`src/rtl/decoder_seq.sv`:
```
// Sequenced one-hot decoder: direct code load or timed scan from code 1 up to a captured last code.
// Optional macro DECODER_SEQ_WRAP_EN adds a wrap input so a scan loops until aborted.
module decoder_seq #(
   parameter int SEL_W = 4,
   parameter int DWELL = 1,
   localparam int N = 2**SEL_W - 1
) (
   input  logic             clk,
   input  logic             rst_n,
   input  logic             load,
   input  logic [SEL_W-1:0] in_sig,
   input  logic             start,
   input  logic             abort,
`ifdef DECODER_SEQ_WRAP_EN
   input  logic             wrap,
`endif
   input  logic [SEL_W-1:0] last_code,
   output logic [N-1:0]     out_sig,
   output logic [SEL_W-1:0] cur_code,
   output logic             busy,
   output logic             done
);

   typedef enum logic [1:0] {
      IDLE = 2'd0,
      SCAN = 2'd1,
      FIN  = 2'd2
   } state_t;

   localparam logic [7:0] DWELL_INIT = 8'(DWELL - 1);

   state_t           state_q, state_d;
   logic [SEL_W-1:0] cur_code_q, cur_code_d;
   logic [N-1:0]     out_sig_q, out_sig_d;
   logic [7:0]       dwell_q, dwell_d;
   logic [SEL_W-1:0] last_q, last_d;
   logic             wrap_q, wrap_d;
   logic             busy_q, busy_d;
   logic             done_q, done_d;
   logic             wrap_in;

`ifdef DECODER_SEQ_WRAP_EN
   assign wrap_in = wrap;
`else
   assign wrap_in = 1'b0;
`endif

   always_comb begin
      state_d    = state_q;
      cur_code_d = cur_code_q;
      dwell_d    = dwell_q;
      last_d     = last_q;
      wrap_d     = wrap_q;
      case (state_q)
         IDLE: begin
            if (start) begin
               last_d = last_code;
               wrap_d = wrap_in;
               if (last_code == '0) begin
                  state_d    = FIN;
                  cur_code_d = '0;
               end else begin
                  state_d    = SCAN;
                  cur_code_d = SEL_W'(1);
                  dwell_d    = DWELL_INIT;
               end
            end else if (load) begin
               cur_code_d = in_sig;
            end
         end
         SCAN: begin
            // Abort wins over the dwell countdown and the code step.
            if (abort) begin
               state_d    = IDLE;
               cur_code_d = '0;
               dwell_d    = '0;
            end else if (dwell_q != 8'd0) begin
               dwell_d = dwell_q - 8'd1;
            end else if (cur_code_q == last_q) begin
               if (wrap_q) begin
                  cur_code_d = SEL_W'(1);
                  dwell_d    = DWELL_INIT;
               end else begin
                  state_d    = FIN;
                  cur_code_d = '0;
               end
            end else begin
               cur_code_d = cur_code_q + SEL_W'(1);
               dwell_d    = DWELL_INIT;
            end
         end
         FIN: begin
            state_d    = IDLE;
            cur_code_d = '0;
         end
         default: begin
            state_d    = IDLE;
            cur_code_d = '0;
            dwell_d    = '0;
         end
      endcase
   end

   // Outputs are decoded from next-state values so they register alongside cur_code.
   always_comb begin
      out_sig_d = '0;
      for (int i = 0; i < N; i++) begin
         out_sig_d[i] = (cur_code_d == SEL_W'(i + 1));
      end
      busy_d = (state_d == SCAN);
      done_d = (state_d == FIN);
   end

   always_ff @(posedge clk or negedge rst_n) begin
      if (!rst_n) begin
         state_q    <= IDLE;
         cur_code_q <= '0;
         out_sig_q  <= '0;
         dwell_q    <= '0;
         last_q     <= '0;
         wrap_q     <= 1'b0;
         busy_q     <= 1'b0;
         done_q     <= 1'b0;
      end else begin
         state_q    <= state_d;
         cur_code_q <= cur_code_d;
         out_sig_q  <= out_sig_d;
         dwell_q    <= dwell_d;
         last_q     <= last_d;
         wrap_q     <= wrap_d;
         busy_q     <= busy_d;
         done_q     <= done_d;
      end
   end

   assign out_sig  = out_sig_q;
   assign cur_code = cur_code_q;
   assign busy     = busy_q;
   assign done     = done_q;

endmodule

```
`config.mk`:
```
export PLATFORM = sky130hd
export DESIGN_NAME = decoder_seq
export DESIGN_NICKNAME = d
export VERILOG_FILES = /design/src/rtl/decoder_seq.sv
export SDC_FILE = /design/constraint.sdc
export NUM_CORES = 1
export LEC_CHECK = 0
export ABC_AREA = 0
export BUFFER_PORTS_ARGS = -buffer_cell sky130_fd_sc_hd__buf_4
export CAP_MARGIN = 0
export CORE_MARGIN = 2
export CORE_UTILIZATION = 55
export CTS_CLUSTER_SIZE = 16
export DETAILED_ROUTE_END_ITERATION = 10
export PLACE_DENSITY = 0.82
export SYNTH_ARGS = -nofsm -noshare
export SYNTH_HDL_FRONTEND = slang
export SYNTH_SLANG_ARGS = --single-unit
export TNS_END_PERCENT = 50
```
`constraint.sdc`:
```
create_clock -name clk -period 3.8 [get_ports clk]
set_input_delay 0.19 -clock clk [delete_from_list [all_inputs] [get_ports clk]]
set_output_delay 0.19 -clock clk [all_outputs]
set_load 0.01 [all_outputs]
```
After elaboration in Yosys (flattened, before gate mapping). Index checks and enable logic that the tools add are counted.

Eq/ne operators: 23. Add/sub/neg operators: 2. Reductions and logical operators: 5. Muxes and demuxes: 19. Bitwise logic cells: 1.

Operators by type and width (count): $mux 8 (5); $eq 4x4->1 const B (8); $pmux 8 s3 (1); $mux 4 (5); $eq 4x3->1 const B (4); $mux 2 (5); $eq 4x2->1 const B (2); $pmux 4 s2 (1); $reduce_bool 8->1 (1); $sub 8x1->8 const B (1); $add 4x1->4 const B (1); $eq 2x1->1 const B (2); $eq 2x2->1 const B (2); $eq 4x1->1 const B (1); $eq 4x4->1 (1); $logic_not 4->1 (1); $ne 2x2->1 const B (2); $ne 4x4->1 const B (1); $pmux 2 s2 (1); $reduce_and 4->1 (1); $logic_not 2->1 (1); $reduce_and 2->1 (1); $mux 1 (1); $not 1->1 (1).

Register bits after elaboration: 35. Word-level logic and storage cells: 57.

Depth between registers and ports, before layout.
Depth after elaboration: 6. Gate-level depth with buffers: 9. Depth with buffers taken out: 8.

Least setup slack after synthesis. OpenSTA, ideal clock, no wires.

Path kind: register -> register. Start: register dwell_q[0]. End: register out_sig_q[13], in the netlist out_sig[13]. Clock period less this slack: 2.187 ns. Path slack: 1.613 ns. Arrival: 2.092 ns. Path buffers: 0. Setup time: 0.096 ns. Required time: 3.704 ns. Stages on the path, launching flop included: 8. Path through: dfrtp_1 > inv_1 > ha_1 > or3b_2 > o211a_1 > a211oi_4 > inv_4 > nor4_2.

Cells in the longest elaborated chain, start to end: 5.

Ends and longest elaborated chain: start: declaration (line 35) `logic [7:0] dwell_q, dwell_d;`; start signal: assignment (line 128) `dwell_q <= dwell_d;`; $reduce_bool 8->1 (line 77) `end else if (dwell_q != 8'd0) begin`; $mux 4 (line 77); $mux 4 (line 73) `if (abort) begin`; $pmux 4 s2 (line 54) `case (state_q)`; via cur_code_d[0] (line 33) `logic [SEL_W-1:0] cur_code_q, cur_code_d;`; $eq 4x4->1 (line 108) `out_sig_d[i] = (cur_code_d == SEL_W'(i + 1));`; via out_sig_d[13] (line 34) `logic [N-1:0] out_sig_q, out_sig_d;`; end signal: assignment (line 127) `out_sig_q <= out_sig_d;`; end: declaration (line 34).

The timed path passes the listed nets, and every way through them passes these cells. A chain may end at the register's enable or synchronous reset.

Worst setup path in the final report.
Start: register dwell_q[0]. End: register out_sig_q[10], in the netlist out_sig[10].

Same word-level chain as after synthesis.

==> key figures <==
Detailed routing
  – DRT iter0 DRCs: 84
  – Vias per cell: 5.82
  – Met3 Wirelength: 164 µm
  – DRT antenna net count: 0
  – Total wire length: 3390 µm
  – Post-route DRC violation count: 1
  – Routed wire length per instance: 15.8 µm
  – Vias: 1,251
  – DR WL met2: 1680 µm
  – DRT Pass-1 Iters: 8
  – M1 WL: 1510 µm
  – DR top layer: met4

CTS
  – Later-pin clock latency in the skew report: 0.35 ns
  – Setup Buffers After CTS: 0
  – Clk sinks: 35
  – Root Buffer: clkbuf_4
  – CTS H-tree lvls: 2
  – Reg clk slew, reported paths: 0.11 ns
  – CTS Buf Count: 5
  – Clock Tree Buf Depth: 2
  – TritonCTS clock tree: yes

Layout
  – Post-route cell area: 1980 µm²
  – Most common cell after layout, fill and taps aside: dfrtp_1
  – Most frequent cells in the layout: dfrtp_1 (35), buf_4 (33), nand2_1 (12), nor3_1 (11), o21ai_0 (11)
  – Layout Nets: 198
  – Layout cells sized above 1: 0.342
  – # diodes: 0
  – Area Growth Syn to Fin: 19.3%
  – Post-layout util: 0.706

Global route
  – Largest net degree at the start of global routing: 36
  – Initial antenna violation count: 0
  – First-pass GRT wire length: 5750 µm
  – Grt ovf: 0
  – GRT Overall Usage: 0.225
  – Number of global-route vias before repair: 1,217

Synthesis
  – Count of different cell masters after synthesis: 40
  – Synth top area share: 0.528
  – Synth area leaders: dfrtp_1 (53%), mux2_2 (4.8%), nor4_2 (4.5%)
  – Flip-flop and latch count after synthesis: 35
  – Most used DFF post-synth: dfrtp_1
  – Post-synth ARST share: 1.00
  – Leading area contributor after synthesis: dfrtp_1
  – Synthesized area per cell: 11.3 µm²
  – EDFF count, synth: 0
  – Sequential-to-total area share from yosys stat: 0.528
  – Mapped Cells: 147
  – Syn Nets: 162
  – Mapped cell area: 1660 µm²
  – Syn. warnings: 0

Hold path
  – HP Class: in -> reg

Placed design
  – Area post-placement: 1910 µm²
  – HPWL after DPL: 2470 µm
  – Placer Congestion: 0.926
  – Buffers on Ports: 33

Worst setup path
  – Crit. End Element: register
  – Kind of critical path: reg -> reg
  – Worst path arrival time: 2.85 ns
  – Worst-path maximum fanout: 9
  – Critical Path Start Type: register
  – Worst EP required: 4.06 ns

STA
  – RSZ-0062 raised after global routing: no
  – Final Hold Fails: 0
  – Final Setup Violations: 0
  – Worst clock skew: 0.0114 ns
  – Worst Tran Pin Value: 0.896 ns
  – Min cycle time layout: 2.60 ns
  – Setup total negative slack: 0 ns
  – Fin. max-slew vios: 0
  – Max Freq: 385 MHz
  – Worst slew margin: 0.400
  – Tcrit/Tclk final: 0.684

Pwr
  – P_leak: 0.934 nW
  – Maximum vdd drop: 0.000361 V
  – Pwr per Cell Area: 572 nW/µm²

Die
  – Rows: 19
  – Initial Util: 0.591
  – Die area: 3470 µm²
  – Placeable Area: 2810 µm²
  – Die W: 58.9 µm
  – Chip Height: 58.9 µm
  – I/O pins: 34

Run status
  – Status: finished with violations
  – Failing checks: DRC

Run
  – Max_cap viols: 0
## through the flow
step	instances	hold slack, ns	power, mW	setup slack (ns)
floorplan	147	-0.106	0.798	1.61
detailed placement	206	0.161	0.932	1.30
global route	215	0.0720	1.20	0.911
finish	215	0.0960	1.13	1.20
global placement	206	0.153	0.917	1.40
CTS	215	0.0871	1.14	1.25
## metal layers
metal / GRT usage / vias up
met1: 0.305 / 600
met3: 0.0703 / 4
li1: - / 616
met2: 0.344 / 31
met5: 0 / -
met4: 0.0747 / 0
## power breakdown
group / switching, mW / internal [mW] / total (mW)
registers: 0.0625 / 0.443 / 0.506
clock network: 0.133 / 0.0739 / 0.207
logic: 0.237 / 0.183 / 0.420
total: 0.432 / 0.700 / 1.13
## sequential cells by signal, indices dropped and copies added, names as in the netlist
| name | cells |
|---|---|
| out_sig | 15 |
| dwell_q | 8 |
| cur_code | 4 |
| last_q | 4 |
| state_q | 2 |
| busy | 1 |
| done | 1 |
## area by class of cell
type / count / area (µm²)
Clock buffer: 5 / 37.5
Clock inverter: 3 / 25.0
Fill cell: 207 / 826
Inverter: 6 / 25.0
Multi-Input combinational cell: 101 / 719
Sequential cell: 35 / 876
Tap cell: 31 / 38.8
Timing Repair Buffer: 34 / 258
## path summary, 6_finish.rpt
kind / start / end / slack (ns) / depth (start not counted)
worst min-delay path: last_code[1] / last_q[1]$_DFFE_PN0P_ / 0.1 / 2
min in group asynchronous: rst_n / state_q[1]$_DFF_PN0_ / 0.31 / 2
worst max register to register: dwell_q[0]$_DFFE_PN0P_ / out_sig[10]$_DFF_PN0_ / 1.20 / 8
worst min register to register: dwell_q[7]$_DFFE_PN0P_ / dwell_q[7]$_DFFE_PN0P_ / 0.53 / 1
max in group asynchronous: rst_n / cur_code[1]$_DFF_PN0_ / 3.18 / 2
worst max-delay path: dwell_q[0]$_DFFE_PN0P_ / out_sig[10]$_DFF_PN0_ / 1.20 / 8
## synth_stat cells (2+ instances only)
cell type / number
inv_1: 3
o31ai_1: 4
o21a_1: 2
xor2_1: 2
a21oi_1: 3
o21ai_0: 11
nor4_1: 6
nand3_2: 2
nor4_2: 6
nor3_1: 11
nor3b_1: 4
buf_6: 2
xnor2_1: 5
dfrtp_1: 35
inv_2: 2
ha_1: 2
mux2_2: 7
o21ai_1: 2
nand3_1: 3
nand2_1: 12
nor2_1: 4
## worst max-delay path, cell delays in order, from the launching register on
cell     delay [ns]
dfrtp_1        0.43
inv_1          0.12
ha_1           0.26
nor3b_1        0.33
nand2_1        0.17
o21ai_1        0.33
o21a_1         0.40
inv_2          0.15
nor4_1         0.30
## cell families after synthesis
| kind of cell | count (synthesis) | share of synthesized area |
|---|---|---|
| buffers and inverters | 11 | 0.0385 |
| AOI/OAI and AO/OA | 29 | 0.118 |
| adders and majority gates | 2 | 0.0151 |
| and+or+nand+nor | 56 | 0.216 |
| muxes | 7 | 0.0475 |
| xor gates and xnor gates | 7 | 0.0370 |
| DFF | 35 | 0.528 |
## what timing repair did
item / in CTS / in global routing
gates resized for setup: 0 / 0
hold endpoints to repair: 35 / 0
hold buffers: 1 / 0
Power figures use the tool's default switching activity.
